<file path="config.mk">
export PLATFORM = sky130hd
export DESIGN_NAME = mux_rr_arbiter_flat
export DESIGN_NICKNAME = d
export VERILOG_FILES = /design/src/rtl/mux_rr_arbiter_pkg.sv /design/src/rtl/mux_rr_arbiter_if.sv /design/src/rtl/mux_rr_arbiter_rr_pick8.sv /design/src/rtl/mux_rr_arbiter.sv /design/src/flat_wrapper.sv
export SDC_FILE = /design/constraint.sdc
export NUM_CORES = 1
export LEC_CHECK = 0
export BUFFER_PORTS_ARGS = -buffer_cell sky130_fd_sc_hd__buf_2
export CELL_PAD_IN_SITES_DETAIL_PLACEMENT = 1
export CELL_PAD_IN_SITES_GLOBAL_PLACEMENT = 1
export CORE_MARGIN = 8
export CORE_UTILIZATION = 39
export DETAILED_ROUTE_END_ITERATION = 6
export PLACE_DENSITY_LB_ADDON = 0.1
export RECOVER_POWER = 100
export SYNTH_ARGS = -nofsm -noshare
export SYNTH_HDL_FRONTEND = slang
export SYNTH_SLANG_ARGS = --single-unit
</file>
<file path="constraint.sdc">
create_clock -name clk -period 3.1 [get_ports clk]
set_input_delay 0 -clock clk [delete_from_list [all_inputs] [get_ports clk]]
set_output_delay 0 -clock clk [all_outputs]
set_load 0.01 [all_outputs]
</file>
<file path="src/rtl/mux_rr_arbiter_pkg.sv">
// Shared types and sizes for the 8-way round-robin mux arbiter.
package mux_arb_pkg;
  localparam int N_REQ = 8;
  localparam int SEL_W = 3;

  // Requester 0 gets first priority out of reset.
  localparam logic [SEL_W-1:0] LAST_RST = SEL_W'(N_REQ - 1);

  typedef enum logic {
    IDLE,
    GRANT
  } state_t;

  function automatic logic [N_REQ-1:0] sel2gnt(input logic [SEL_W-1:0] s);
    return N_REQ'(1) << s;
  endfunction
endpackage

</file>
<file path="src/rtl/mux_rr_arbiter_if.sv">
// Request/data/grant bundle between requesters, the arbiter and the consumer.
interface mux_rr_arbiter_if;
  import mux_arb_pkg::*;

  logic [N_REQ-1:0] req;
  logic [N_REQ-1:0] in;
  logic             ack;
  logic [N_REQ-1:0] gnt;
  logic [SEL_W-1:0] sel;
  logic             out_valid;
  logic             out;

  modport master (
    output req, in, ack,
    input  gnt, sel, out_valid, out
  );

  modport slave (
    input  req, in, ack,
    output gnt, sel, out_valid, out
  );
endinterface

</file>
<file path="src/rtl/mux_rr_arbiter_rr_pick8.sv">
// Rotating-priority scan: first set req bit strictly after 'last', wrapping back to 'last' itself.
module rr_pick8
  import mux_arb_pkg::*;
(
  input  logic [N_REQ-1:0] req,
  input  logic [SEL_W-1:0] last,
  output logic             any,
  output logic [SEL_W-1:0] idx
);

  logic [SEL_W-1:0] cand;

  // Scan from farthest to nearest so the nearest hit overwrites the rest.
  always_comb begin
    idx  = '0;
    cand = '0;
    for (int k = N_REQ; k >= 1; k--) begin
      cand = last + SEL_W'(k);
      if (req[cand]) idx = cand;
    end
  end

  assign any = |req;

endmodule

</file>
<file path="src/rtl/mux_rr_arbiter.sv">
// 8-way round-robin arbiter driving a 1-bit data mux; back-to-back tenures without bubbles.
// Define MUX_ARB_MAXHOLD_EN to force rotation after MAX_HOLD un-acked grant cycles.
module mux_rr_arbiter
  import mux_arb_pkg::*;
#(
  parameter int MAX_HOLD = 4
) (
  input  logic               clk,
  input  logic               rst,
  mux_rr_arbiter_if.slave    bus
);

  if (MAX_HOLD < 1 || MAX_HOLD > 15) begin : g_bad_max_hold
    $error("mux_rr_arbiter: MAX_HOLD must be within 1..15");
  end

  state_t           state;
  logic [N_REQ-1:0] gnt_q;
  logic [SEL_W-1:0] sel_q;
  logic [SEL_W-1:0] last_q;

  logic             granted;
  logic             out_valid_c;
  logic             handshake;
  logic             withdraw;
  logic             force_rot;
  logic             tenure_end;
  logic [SEL_W-1:0] pick_last;
  logic             pick_any;
  logic [SEL_W-1:0] pick_idx;

  assign granted     = (state == GRANT);
  assign out_valid_c = granted && bus.req[sel_q];
  assign handshake   = out_valid_c && bus.ack;
  assign withdraw    = granted && !bus.req[sel_q];

`ifdef MUX_ARB_MAXHOLD_EN
  logic [3:0] hold_q;

  // Rotation is only forced when someone else is actually waiting.
  assign force_rot = granted && (hold_q == 4'(MAX_HOLD - 1)) && (|(bus.req & ~gnt_q));

  always_ff @(posedge clk or posedge rst) begin
    if (rst) begin
      hold_q <= '0;
    end else if (!granted || tenure_end) begin
      hold_q <= '0;
    end else if (hold_q != 4'(MAX_HOLD - 1)) begin
      hold_q <= hold_q + 4'd1;
    end
  end
`else
  assign force_rot = 1'b0;
`endif

  assign tenure_end = handshake || withdraw || force_rot;

  // At a tenure end the just-served index becomes the new 'last' for the same-edge pick.
  assign pick_last = granted ? sel_q : last_q;

  rr_pick8 u_pick (
    .req  (bus.req),
    .last (pick_last),
    .any  (pick_any),
    .idx  (pick_idx)
  );

  always_ff @(posedge clk or posedge rst) begin
    if (rst) begin
      state  <= IDLE;
      gnt_q  <= '0;
      sel_q  <= '0;
      last_q <= LAST_RST;
    end else begin
      case (state)
        IDLE: begin
          if (pick_any) begin
            state <= GRANT;
            sel_q <= pick_idx;
            gnt_q <= sel2gnt(pick_idx);
          end
        end
        GRANT: begin
          if (tenure_end) begin
            last_q <= sel_q;
            if (pick_any) begin
              sel_q <= pick_idx;
              gnt_q <= sel2gnt(pick_idx);
            end else begin
              state <= IDLE;
              gnt_q <= '0;
            end
          end
        end
        default: begin
          state <= IDLE;
          gnt_q <= '0;
        end
      endcase
    end
  end

  assign bus.gnt       = gnt_q;
  assign bus.sel       = sel_q;
  assign bus.out_valid = out_valid_c;
  assign bus.out       = out_valid_c & bus.in[sel_q];

endmodule

</file>
<file path="src/flat_wrapper.sv">
// flat-port wrapper written by rule: the top's interface ports become plain ports
module mux_rr_arbiter_flat import mux_arb_pkg::*;
#(
  parameter int MAX_HOLD = 4
)
  (clk, rst, bus_req, bus_in, bus_ack, bus_gnt, bus_sel, bus_out_valid, bus_out);
  mux_rr_arbiter_if bus_i ();
  input  logic clk;
  input  logic rst;
  input wire logic [$bits(bus_i.req)-1:0] bus_req;
  input wire logic [$bits(bus_i.in)-1:0] bus_in;
  input wire logic [$bits(bus_i.ack)-1:0] bus_ack;
  output wire logic [$bits(bus_i.gnt)-1:0] bus_gnt;
  output wire logic [$bits(bus_i.sel)-1:0] bus_sel;
  output wire logic [$bits(bus_i.out_valid)-1:0] bus_out_valid;
  output wire logic [$bits(bus_i.out)-1:0] bus_out;
  assign bus_i.req = bus_req;
  assign bus_i.in = bus_in;
  assign bus_i.ack = bus_ack;
  assign bus_gnt = bus_i.gnt;
  assign bus_sel = bus_i.sel;
  assign bus_out_valid = bus_i.out_valid;
  assign bus_out = bus_i.out;
  mux_rr_arbiter #(.MAX_HOLD(MAX_HOLD)) u_core (.clk(clk), .rst(rst), .bus(bus_i));
endmodule
</file>
==> summary.txt, run 1 <==
Outcome
  – Outcome: finished, final reports clean

Logic synthesis
  – Post-synthesis cell area: between 1500 and 2000 µm²
  – Syn_nets: 196
  – Syn Area/Cell: a little under 10 µm²
  – Post-synth EDFFs: 0
  – Mapped Cells: between 150 and 200
  – Seq/Total Area, Yosys: 22.3%
  – Yosys reg bits: 15
  – Synth async-reset ratio: 100%
  – Top_reg_cell synth: dfrtp_1
  – Synth unique cells: 52
  – Ys Warns: 0

Clock tree
  – # H-tree levels: 1
  – Sink Count: 15
  – TritonCTS clock tree: yes
  – Max Buffers Root-to-Sink: 2
  – Total CTS buffers: 3
  – Clk_lat worst skew: 240 ps
  – Worst-path clk slew: about 60 ps
  – Root Buffer: clkbuf_8

Placement
  – Placement Cell Area: about 2000 µm²
  – Port Buffer Count: 31
  – Cell count after placement: 270
  – Final HPWL DP: about 4500 µm
  – Pre-CTS setup slack: 1.08 ps
  – RePlAce Congestion: 0.942

Run
  – Max-cap violations: 0

Route
  – Vias/cell: 6.25
  – Initial DRC Count: 113
  – Vias: 1,725
  – Routed Antenna Nets: 0
  – DRC Markers: 0
  – Final wirelength: approximately 6000 µm
  – First drt pass iteration count: 4
  – Routed wire length per instance: between 20 and 25 µm

Worst setup path
  – CP startpoint: u_core.granted$_DFF_PP0_
  – Max incr delay on CP: 610 ps
  – Classification of the worst setup path: reg -> reg
  – RR Startpoint: u_core.granted$_DFF_PP0_
  – Crit-path cells: mux2i_4, inv_4, mux4_1, mux2_2, a31o_1, nor4_4, o32ai_2, o41ai_1
  – CP endpoint kind: flip-flop
  – Critical path fanouts, max: 12
  – Crit path max-delay cell type: mux4_1
  – Worst Setup Start Kind: flip-flop
  – Data arrival, critical path: 3120 ps
  – R2R Setup Slk: 100 ps
  – Critical Path RT: 3220 ps

Timing
  – RSZ-0062 raised after global routing: yes
  – Worst slew margin: about half
  – Setup ws final: 102 ps
  – Clock Skews: 1.79 ps
  – Final period util: 96.7%
  – Setup violators final: 0
  – Fin Setup TNS: 0 ps
  – Least-Margin Pin Slew: 750 ps
  – Final min period: 3000 ps
  – Max Freq: 334 MHz
  – Max-slew violation count: 0
  – Hold Vio Cnt, Final: 0

Die
  – Std-Cell Core Area: ~4300 µm²
  – Die Span X: 82.0 µm
  – Die area: slightly below 7000 µm²
  – Rows: 24
  – I/O pin cnt: 32
  – Initial Util: 39.8%
  – Die height: 82.0 µm

Cells and area
  – N_diodes: 0
  – Final non-filler cell total: about 280
  – Synthesis-to-finish area growth: 27.7%
  – Nets: 246
  – Layout cells sized above 1: 40.2%
  – Design area: 2170 µm²

Global route
  – Total grt overflow: 0
  – First-pass GRT wire length: 9390 µm
  – Vias in the first global route: 1,803
  – Total Routing Usage GR: 17.6%
  – Initial antenna violation count: 0
  – Pin count of the biggest net entering global routing: 16

Min path
  – Hold Startpoint: bus_req[0]
  – Hold Path Class: in -> reg
final timing paths:
check / to / depth (start not counted)
setup reg to reg: u_core.bus.gnt[5]$_DFFE_PP0P_ / 8
setup / recovery: u_core.bus.gnt[5]$_DFFE_PP0P_ / 8
max in group asynchronous: u_core.granted$_DFF_PP0_ / 3
hold / removal: u_core.granted$_DFF_PP0_ / 3
hold reg to reg: u_core.bus.gnt[0]$_DFFE_PP0P_ / 2
min in group asynchronous: u_core.bus.sel[1]$_DFFE_PP0P_ / 3
cells in the mapped netlist (3+ instances only):
cell type	count	area share (%)
nand2_1	33	7.3
mux2i_1	13	7.7
dfrtp_1	12	18
nor2_1	9	2.0
mux4_2	8	11
o41ai_1	8	4.1
o21ai_0	7	2.1
a31oi_1	6	2.2
inv_1	6	1.3
mux2_2	6	4.0
mux4_1	4	6.2
a21oi_1	3	0.88
buf_6	3	2.0
dfstp_2	3	4.6
o32ai_1	3	1.5
cells by family after synthesis:
kind of cell	share of synthesized area [%]
simple gates	15.3
compound gates	20.9
mux	32.0
buf+inv	5.97
flops	22.3
xor+xnor	1.99
fa+ha+maj	1.47
registers in the layout (all words and copies together) (netlist names):
name / flops
u_core.bus.sel: 3
u_core.bus.gnt: 8
u_core.granted: 1
u_core.last_q: 3
layer usage:
layer | vias to the layer above | global-route usage, % | share of wire (%)
met1 | 885 | 22.0 | 42
met2 | 39 | 31.8 | 54
met4 | 0 | 3.51 | 1.7
li1 | 793 | - | -
met3 | 8 | 1.86 | 2.4
met5 | - | 0 | 0
area by class of cell:
cell class / instances / area [µm²]
Fill cell: 499 / 2100
Clock buffer: 4 / 45.0
Sequential cell: 15 / 380
Inverter: 8 / 32.5
Multi-Input combinational cell: 143 / 1340
Tap cell: 52 / 65.1
Timing Repair Buffer: 54 / 308
metrics by stage:
step | util [%] | hold WS [ps]
2_1_floorplan | - | -101
3_3_place_gp | 47.2 | 65.8
3_5_place_dp | 47.2 | 78.9
4_1_cts | 48.6 | 110
5_1_grt | 50.9 | 148
6_report | 50.9 | 118
critical path, delay by kind of cell (launching register included):
family | cells | cell delay [ps]
flip-flops | 1 | 450
multiplexers | 3 | 1160
buffers and inverters | 1 | 160
AND/OR/NAND/NOR | 1 | 290
AO/OA/AOI/OAI | 3 | 820
repair_timing:
item | 4_1_cts | 5_1_grt
hold buffers | 1 | 0
gates resized for setup | 1 | 18
pin swaps | 0 | 3
setup buffers | 0 | 1
endpoints found under the hold margin | 12 | 0
endpoints found under the setup margin | 1 | 9
cell usage in the layout, fill, tap and decap left out, types with 2 or more instances in the layout:
cell type,synthesis,layout
dfstp_2,3,3
nand3_1,2,2
buf_4,1,20
mux2i_2,0,2
mux2i_4,2,2
mux4_1,4,3
a31oi_1,6,4
mux2_2,6,6
o21ai_0,7,6
xnor2_2,1,2
and2_1,2,2
nor2_1,9,9
o221ai_1,2,2
dfrtp_1,12,11
clkbuf_1,2,15
o32a_2,2,2
nand2_1,33,33
o22ai_1,2,2
o32ai_2,0,2
buf_2,2,19
mux4_2,8,9
a211oi_2,0,2
o41ai_1,8,3
clkbuf_8,0,3
a22oi_1,2,2
mux2i_1,13,11
o41ai_2,0,5
a21oi_1,3,3
inv_1,6,6
Power of run 1 is not shown: default switching activity piles up to over one toggle a cycle in this logic, so the estimate is an artifact.
==> run 2, diff against run 1 <==
- HOLD_SLACK_MARGIN: not set -> 0.05
- SYNTH_HIERARCHICAL: not set -> 1
==> summary.txt, run 2 <==
Outcome
  – Outcome: finished with violations (was finished, final reports clean)
  – Failing checks: negative setup slack

Cells and area
  – Nets: 292 (was 246)
  – FF+latch area: 379 µm² (was 380 µm²)
  – Area taken by multi-input logic gates: 1510 µm² (was 1340 µm²)
  – Number of flip-flops in the largest register: 8 (unchanged)
  – Layout cells sized above 1: 51.1% (was 40.2%)
  – Synthesis-to-finish area growth: 44.2% (was 27.7%)
  – Most common cell after layout, fill and taps aside: buf_4 (was nand2_1)
  – Final non-filler cell total: 324 (was 276)
  – Fill cell total of the finished layout: 534 (was 499)
  – Commonest non-fill, non-tap cells in the layout: 44 x buf_4, 23 x buf_2, 14 x nand2_1 (was 33 x nand2_1, 20 x buf_4, 19 x buf_2, 15 x clkbuf_1)
  – N_diodes: 0 (unchanged)

Die
  – Std-Cell Core Area: 4630 µm² (was 4260 µm²)
  – Die height: 84.8 µm (was 82.0 µm)
  – Rows: 25 (was 24)
  – I/O pin cnt: 32 (unchanged)
  – Die Span X: 84.8 µm (was 82.0 µm)
  – Initial Util: 39.9% (was 39.8%)
  – Die area: 7190 µm² (was 6720 µm²)

Worst setup path
  – Crit-path cells: mux2_4, inv_8, ha_4, buf_4, xor2_1, buf_4, nor2_1, a21oi_1, nor3_1, a221o_1, a21oi_4, nor2_4, buf_4, buf_4, nand2_2, a31o_2, o211ai_1 (was mux2i_4, inv_4, mux4_1, mux2_2, a31o_1, nor4_4, o32ai_2, o41ai_1)
  – Worst-case reg-to-reg path depth: 17 (was 8)
  – Worst Setup Start Kind: flip-flop (unchanged)
  – CP startpoint: u_core/granted$_DFF_PP0_ (was u_core.granted$_DFF_PP0_)
  – Crit path capture: u_core/bus.gnt[0]$_DFFE_PP0P_ (was u_core.bus.gnt[5]$_DFFE_PP0P_)
  – Max incr delay on CP: 420 ps (was 610 ps)
  – Classification of the worst setup path: reg -> reg (unchanged)
  – WP buf/inv: 5 (was 1)
  – Cell family with most CP delay: compound AO/OA/AOI/OAI gates (was multiplexers)
  – Crit path max-delay cell type: dfrtp_1 (was mux4_1)
  – Critical Path RT: 3220 ps (about the same)
  – Reg-to-Reg End: u_core/bus.gnt[0]$_DFFE_PP0P_ (was u_core.bus.gnt[5]$_DFFE_PP0P_)
  – Critical path fanouts, max: 6 (was 12)
  – Data arrival, critical path: 3470 ps (was 3120 ps)
  – Critical Path Stages: 17 (was 8)
  – RR Startpoint: u_core/granted$_DFF_PP0_ (was u_core.granted$_DFF_PP0_)
  – Worst path most repeated cell: buf_4
  – R2R Setup Slk: -250 ps (was 100 ps)
  – CP endpoint kind: flip-flop (unchanged)

Run
  – Max-cap violations: 0 (unchanged)

Timing
  – Worst slew margin: 53.8% (was 50.0%)
  – Max-slew violation count: 0 (unchanged)
  – Fin Setup TNS: -1480 ps (was 0 ps)
  – Clock Skews: 3.77 ps (was 1.79 ps)
  – Least-Margin Pin Slew: 693 ps (was 750 ps)
  – Setup violators final: 9 (was 0)
  – Max Freq: 298 MHz (was 334 MHz)
  – Final period util: 108% (was 96.7%)
  – Worst hold margin: 166 ps (was 118 ps)
  – Final min period: 3350 ps (was 3000 ps)
  – RSZ-0062 raised after global routing: yes (unchanged)
  – Hold Vio Cnt, Final: 0 (unchanged)
  – Setup ws final: -251 ps (was 102 ps)

Logic synthesis
  – Most common cell in the netlist: nand2_1 (unchanged)
  – Top_reg_cell synth: dfrtp_1 (unchanged)
  – Post-synth top cells: 18 x nand2_1, 14 x inv_1, 14 x nor2_1, 12 x dfrtp_1 (was 33 x nand2_1, 13 x mux2i_1, 12 x dfrtp_1, 9 x nor2_1)
  – Syn Area/Cell: 9.67 µm² (was 9.70 µm²)
  – Cell taking the most area after synthesis: dfrtp_1 (unchanged)
  – Mapped Cells: 191 (was 175)
  – Yosys reg bits: 15 (unchanged)
  – Synth async-reset ratio: 100% (unchanged)
  – Post-synth EDFFs: 0 (unchanged)
  – Syn_nets: 212 (was 196)
  – Post-synth top area share: 16.3% (was 17.7%)
  – Ranking of synthesized cells by area: dfrtp_1 16%, mux4_1 8.5%, mux4_2 4.9%, a221o_1 4.3%, dfstp_2 4.3% (was dfrtp_1 18%, mux4_2 11%, mux2i_1 7.7%, nand2_1 7.3%, mux4_1 6.2%)
  – Ys Warns: 6 (was 0)
  – Synth unique cells: 55 (was 52)
  – Post-synthesis cell area: 1850 µm² (was 1700 µm²)
  – Seq/Total Area, Yosys: 20.5% (was 22.3%)

Global route
  – Total grt overflow: 0 (unchanged)
  – Initial antenna violation count: 0 (unchanged)
  – Vias in the first global route: 2,190 (was 1,803)
  – First-pass GRT wire length: 10,900 µm (was 9390 µm)
  – Total Routing Usage GR: 18.2% (was 17.6%)
  – Pin count of the biggest net entering global routing: 16 (unchanged)

Route
  – Routed Antenna Nets: 0 (unchanged)
  – Vias/cell: 6.14 (was 6.25)
  – First drt pass iteration count: 4 (unchanged)
  – Final wirelength: 6710 µm (was 5960 µm)
  – Routed wire length per instance: 20.7 µm (was 21.6 µm)
  – Vias: 1,988 (was 1,725)
  – Initial DRC Count: 66 (was 113)
  – DRC Markers: 0 (unchanged)

Placement
  – RePlAce Congestion: 0.898 (was 0.942)
  – Final HPWL DP: 4860 µm (was 4500 µm)
  – Port Buffer Count: 31 (unchanged)
  – Cell count after placement: 306 (was 270)
  – Pre-CTS setup slack: -262 ps (was 1.08 ps)

Clock tree
  – Total CTS buffers: 3 (unchanged)
  – # H-tree levels: 1 (unchanged)
  – TritonCTS clock tree: yes (unchanged)
  – Clk_lat worst skew: 250 ps (was 240 ps)
  – Max Buffers Root-to-Sink: 2 (unchanged)
  – Worst-path clk slew: 60 ps (about the same)
  – Sink Count: 15 (unchanged)
  – Root Buffer: clkbuf_8 (unchanged)

Min path
  – Hold Path Class: in -> reg (unchanged)
[run 2: cell count changes after synthesis, moves of 5 or more]
cell,delta
inv_1,+8
nor2_1,+5
o41ai_1,-8
o22ai_1,+6
mux2i_1,-7
a221o_1,+8
nand2_1,-15
nor2b_1,+5
[run 2: layout make-up]
cell class / instances / share of cell area [%]
Tap cell: 54 / 2.54
Timing Repair Buffer: 87 / 22.4
Sequential cell: 15 / 14.2
Inverter: 14 / 2.35
Multi-Input combinational cell: 150 / 56.8
Clock buffer: 4 / 1.69
[run 2: per-stage QoR]
| step | instance area [µm²] | util (%) |
|---|---|---|
| floorplan | 1950 | - |
| global placement | 2380 | 51.4 |
| detailed placement | 2380 | 51.4 |
| CTS | 2620 | 56.5 |
| global route | 2660 | 57.5 |
| finish | 2660 | 57.5 |
[run 2: timing repair]
item,4_1_cts,5_1_grt
setup buffers,12,1
hold buffers,1,0
resized for setup,24,17
gates cloned,0,0
setup endpoints to repair,8,9
hold endpoints to repair,12,0
pin swaps,21,13
[run 2: worst min-delay path by stage]
stage,cells past startpoint,slack [ps],start,to
2_1_floorplan,1,-100,rst,u_core/bus.gnt[0]$_DFFE_PP0P_
3_3_place_gp,2,60,rst,u_core/bus.sel[2]$_DFFE_PP0P_
3_5_place_dp,2,90,rst,u_core/bus.sel[2]$_DFFE_PP0P_
4_1_cts,4,150,bus_ack,u_core/bus.gnt[0]$_DFFE_PP0P_
5_1_grt,4,170,bus_ack,u_core/bus.gnt[0]$_DFFE_PP0P_
6_report,4,170,bus_ack,u_core/bus.gnt[0]$_DFFE_PP0P_
[run 2: cell families (layout without fill, tap and decap cells)]
family | after synthesis | in the layout | synth area share (%)
AO/OA/AOI/OAI | 59 | 59 | 26.7
XOR/XNOR | 3 | 3 | 1.42
adder cells (fa/ha/maj) | 2 | 2 | 1.35
buffers and inverters | 26 | 105 | 7.18
flip-flops | 15 | 15 | 20.5
multiplexers | 32 | 32 | 28.3
AND/OR/NAND/NOR | 54 | 54 | 14.5
[run 2: tightest hold or removal path, delay by kind of cell]
family / cells / cell delay (ps)
compound gates: 2 / 170
buf+inv: 1 / 100
simple gates: 1 / 80
[run 2: per-layer routing]
layer | global-route usage, % | vias up | wire (µm) | part of all wire, %
met3 | 3.09 | 10 | 305 | 4.5
met1 | 20.6 | 1008 | 2680 | 40
met5 | 0 | - | 0 | 0
met2 | 34.3 | 60 | 3610 | 54
met4 | 4.53 | 0 | 123 | 1.8
li1 | - | 910 | - | -
Power of run 2 is left out for the same reason.
==> run 3, diff against run 2 <==
--- a/config.mk
+++ b/config.mk
@@ -16,2 +16,3 @@
 export RECOVER_POWER = 100
+export SETUP_SLACK_MARGIN = 0.3
 export SYNTH_ARGS = -nofsm -noshare
--- a/constraint.sdc
+++ b/constraint.sdc
@@ -3,2 +3,2 @@
 set_output_delay 0 -clock clk [all_outputs]
-set_load 0.01 [all_outputs]
+set_load 0.005 [all_outputs]
==> summary.txt, run 3 (synthesis results as in run 2) <==
Worst setup path
  – Critical Path RT: 3240 ps (was 3220 ps)
  – Worst-case reg-to-reg path depth: 12 (was 17)
  – R2R Setup Slk: -180 ps (was -250 ps)
  – Data arrival, critical path: 3420 ps (was 3470 ps)
  – Worst Setup Start Kind: flip-flop (unchanged)
  – RR Startpoint: u_core/last_q[1]$_DFFE_PP1P_ (was u_core/granted$_DFF_PP0_)
  – Crit-path cells: mux2_4, inv_8, ha_4, mux4_2, mux2i_2, nor2_1, a221o_1, nor2_1, a21oi_2, and2_4, a32o_1, a221o_1 (was mux2_4, inv_8, ha_4, buf_4, xor2_1, buf_4, nor2_1, a21oi_1, nor3_1, a221o_1, a21oi_4, nor2_4, buf_4, buf_4, nand2_2, a31o_2, o211ai_1)
  – Critical Path Stages: 12 (was 17)
  – Classification of the worst setup path: reg -> reg (unchanged)
  – Crit path max-delay cell type: mux4_2 (was dfrtp_1)
  – CP endpoint kind: flip-flop (unchanged)
  – WP buf/inv: 1 (was 5)
  – Reg-to-Reg End: u_core/bus.gnt[7]$_DFFE_PP0P_ (was u_core/bus.gnt[0]$_DFFE_PP0P_)
  – Max incr delay on CP: 590 ps (was 420 ps)
  – Cell family with most CP delay: multiplexers (was compound AO/OA/AOI/OAI gates)
  – Critical path fanouts, max: 7 (was 6)

Die
  – I/O pin cnt: 32 (unchanged)
  – Initial Util: 39.9% (unchanged)
  – Die area: 7190 µm² (unchanged)
  – Die Span X: 84.8 µm (unchanged)
  – Die height: 84.8 µm (unchanged)
  – Rows: 25 (unchanged)
  – Std-Cell Core Area: 4630 µm² (unchanged)

Route
  – Vias: 1,912 (was 1,988)
  – Routed wire length per instance: 20.6 µm (was 20.7 µm)
  – DRC Markers: 0 (unchanged)
  – First drt pass iteration count: 4 (unchanged)
  – Final wirelength: 6290 µm (was 6710 µm)
  – Routed Antenna Nets: 0 (unchanged)
  – Vias/cell: 6.27 (was 6.14)
  – Initial DRC Count: 100 (was 66)

Timing
  – Max Freq: 305 MHz (was 298 MHz)
  – Setup ws final: -182 ps (was -251 ps)
  – Worst slew margin: 53.7% (was 53.8%)
  – Final period util: 106% (was 108%)
  – Clock Skews: 3.53 ps (was 3.77 ps)
  – Max-slew violation count: 0 (unchanged)
  – Final min period: 3280 ps (was 3350 ps)
  – Least-Margin Pin Slew: 694 ps (was 693 ps)
  – Setup violators final: 9 (unchanged)
  – Hold Vio Cnt, Final: 0 (unchanged)
  – RSZ-0062 raised after global routing: yes (unchanged)

Clock tree
  – TritonCTS clock tree: yes (unchanged)
  – Clk_lat worst skew: 250 ps (about the same)
  – Sink Count: 15 (unchanged)
  – Worst-path clk slew: 60 ps (about the same)
  – Max Buffers Root-to-Sink: 2 (unchanged)
  – # H-tree levels: 1 (unchanged)
  – Total CTS buffers: 3 (unchanged)
  – Root Buffer: clkbuf_8 (unchanged)

Run
  – Max-cap violations: 0 (unchanged)

Outcome
  – Outcome: finished with violations (unchanged)
  – Failing checks: negative setup slack (unchanged)

Cells and area
  – Number of flip-flops in the largest register: 8 (unchanged)
  – Commonest non-fill, non-tap cells in the layout: 30 x buf_4, 25 x buf_2, 17 x nand2_1, 13 x nor2_1 (was 44 x buf_4, 23 x buf_2, 14 x nand2_1)
  – N_diodes: 0 (unchanged)
  – Most common cell after layout, fill and taps aside: buf_4 (unchanged)
  – Nets: 273 (was 292)
  – Layout cells sized above 1: 45.4% (was 51.1%)
  – Synthesis-to-finish area growth: 32.5% (was 44.2%)

Global route
  – Total Routing Usage GR: 16.9% (was 18.2%)
  – Total grt overflow: 0 (unchanged)
  – Initial antenna violation count: 0 (unchanged)
  – First-pass GRT wire length: 9960 µm (was 10,900 µm)
  – Vias in the first global route: 1,994 (was 2,190)
  – Pin count of the biggest net entering global routing: 16 (unchanged)

Placement
  – Final HPWL DP: 4800 µm (was 4860 µm)
  – Pre-CTS setup slack: -184 ps (was -262 ps)
  – RePlAce Congestion: 0.854 (was 0.898)
  – Port Buffer Count: 31 (unchanged)

Min path
  – Hold Path Cell Cnt: 4 (unchanged)
  – Hold path endpoint: u_core/bus.gnt[0]$_DFFE_PP0P_ (unchanged)
  – Hold Startpoint: bus_ack (unchanged)
  – Hold Path Class: in -> reg (unchanged)
## run 3: cell types whose count changed in the layout (fill, tap and decap cells not counted), sizes merged
cell and change:
clkbuf -2, buf -17
## run 3: area by class of cell
cell class              instances  area, µm²
flip-flops and latches         15        379
clock buffers                   4       45.0
well taps                      54       67.6
inverters                      14       60.1
multi-input cells             150       1470
repair buffers                 68        428
fillers                       551       2180
## run 3: per-stage QoR
stage	utilization [%]	setup TNS [ps]	area, µm²	cells	hold slack, ps
detailed placement	49.7	-1110	2300	296	90.0
finish	52.9	-1090	2450	305	123
global route	52.9	-2310	2450	305	140
CTS	51.6	-861	2390	304	129
global placement	49.7	-444	2300	296	76.3
floorplan	-	-1460	1960	191	-101
## run 3: what timing repair did
action / CTS / global route
hold endpoints to repair: 12 / 0
buffers inserted: 3 / 1
gates cloned: 0 / 0
gates resized for setup: 5 / 17
hold buffers: 1 / 0
setup endpoints to repair: 11 / 11
pin swaps: 8 / 7
## run 3: tightest hold or removal path: cells and delay by family
family	cells	cell delay, ps
compound gates	2	160
simple gates	1	70
buf+inv	1	100
## run 3: worst max path at each step
stage	startpoint	endpoint	slack (ps)
after floorplan	u_core/granted$_DFF_PP0_	u_core/bus.gnt[5]$_DFFE_PP0P_	-310
after global placement	u_core/last_q[1]$_DFFE_PP1P_	u_core/bus.gnt[5]$_DFFE_PP0P_	-100
after detailed placement	u_core/last_q[1]$_DFFE_PP1P_	u_core/bus.gnt[6]$_DFFE_PP0P_	-180
after CTS	u_core/last_q[1]$_DFFE_PP1P_	u_core/bus.gnt[7]$_DFFE_PP0P_	-160
after global routing	u_core/last_q[1]$_DFFE_PP1P_	u_core/bus.gnt[5]$_DFFE_PP0P_	-300
final	u_core/last_q[1]$_DFFE_PP1P_	u_core/bus.gnt[7]$_DFFE_PP0P_	-180
## run 3: layer usage
layer / GRT usage, % / vias up / part of all wire (%)
li1: - / 880 / -
met1: 18.9 / 982 / 42
met2: 31.6 / 41 / 54
met3: 2.12 / 9 / 2.2
met4: 5.99 / 0 / 1.9
met5: 0 / - / 0
Power of run 3 is left out for the same reason.
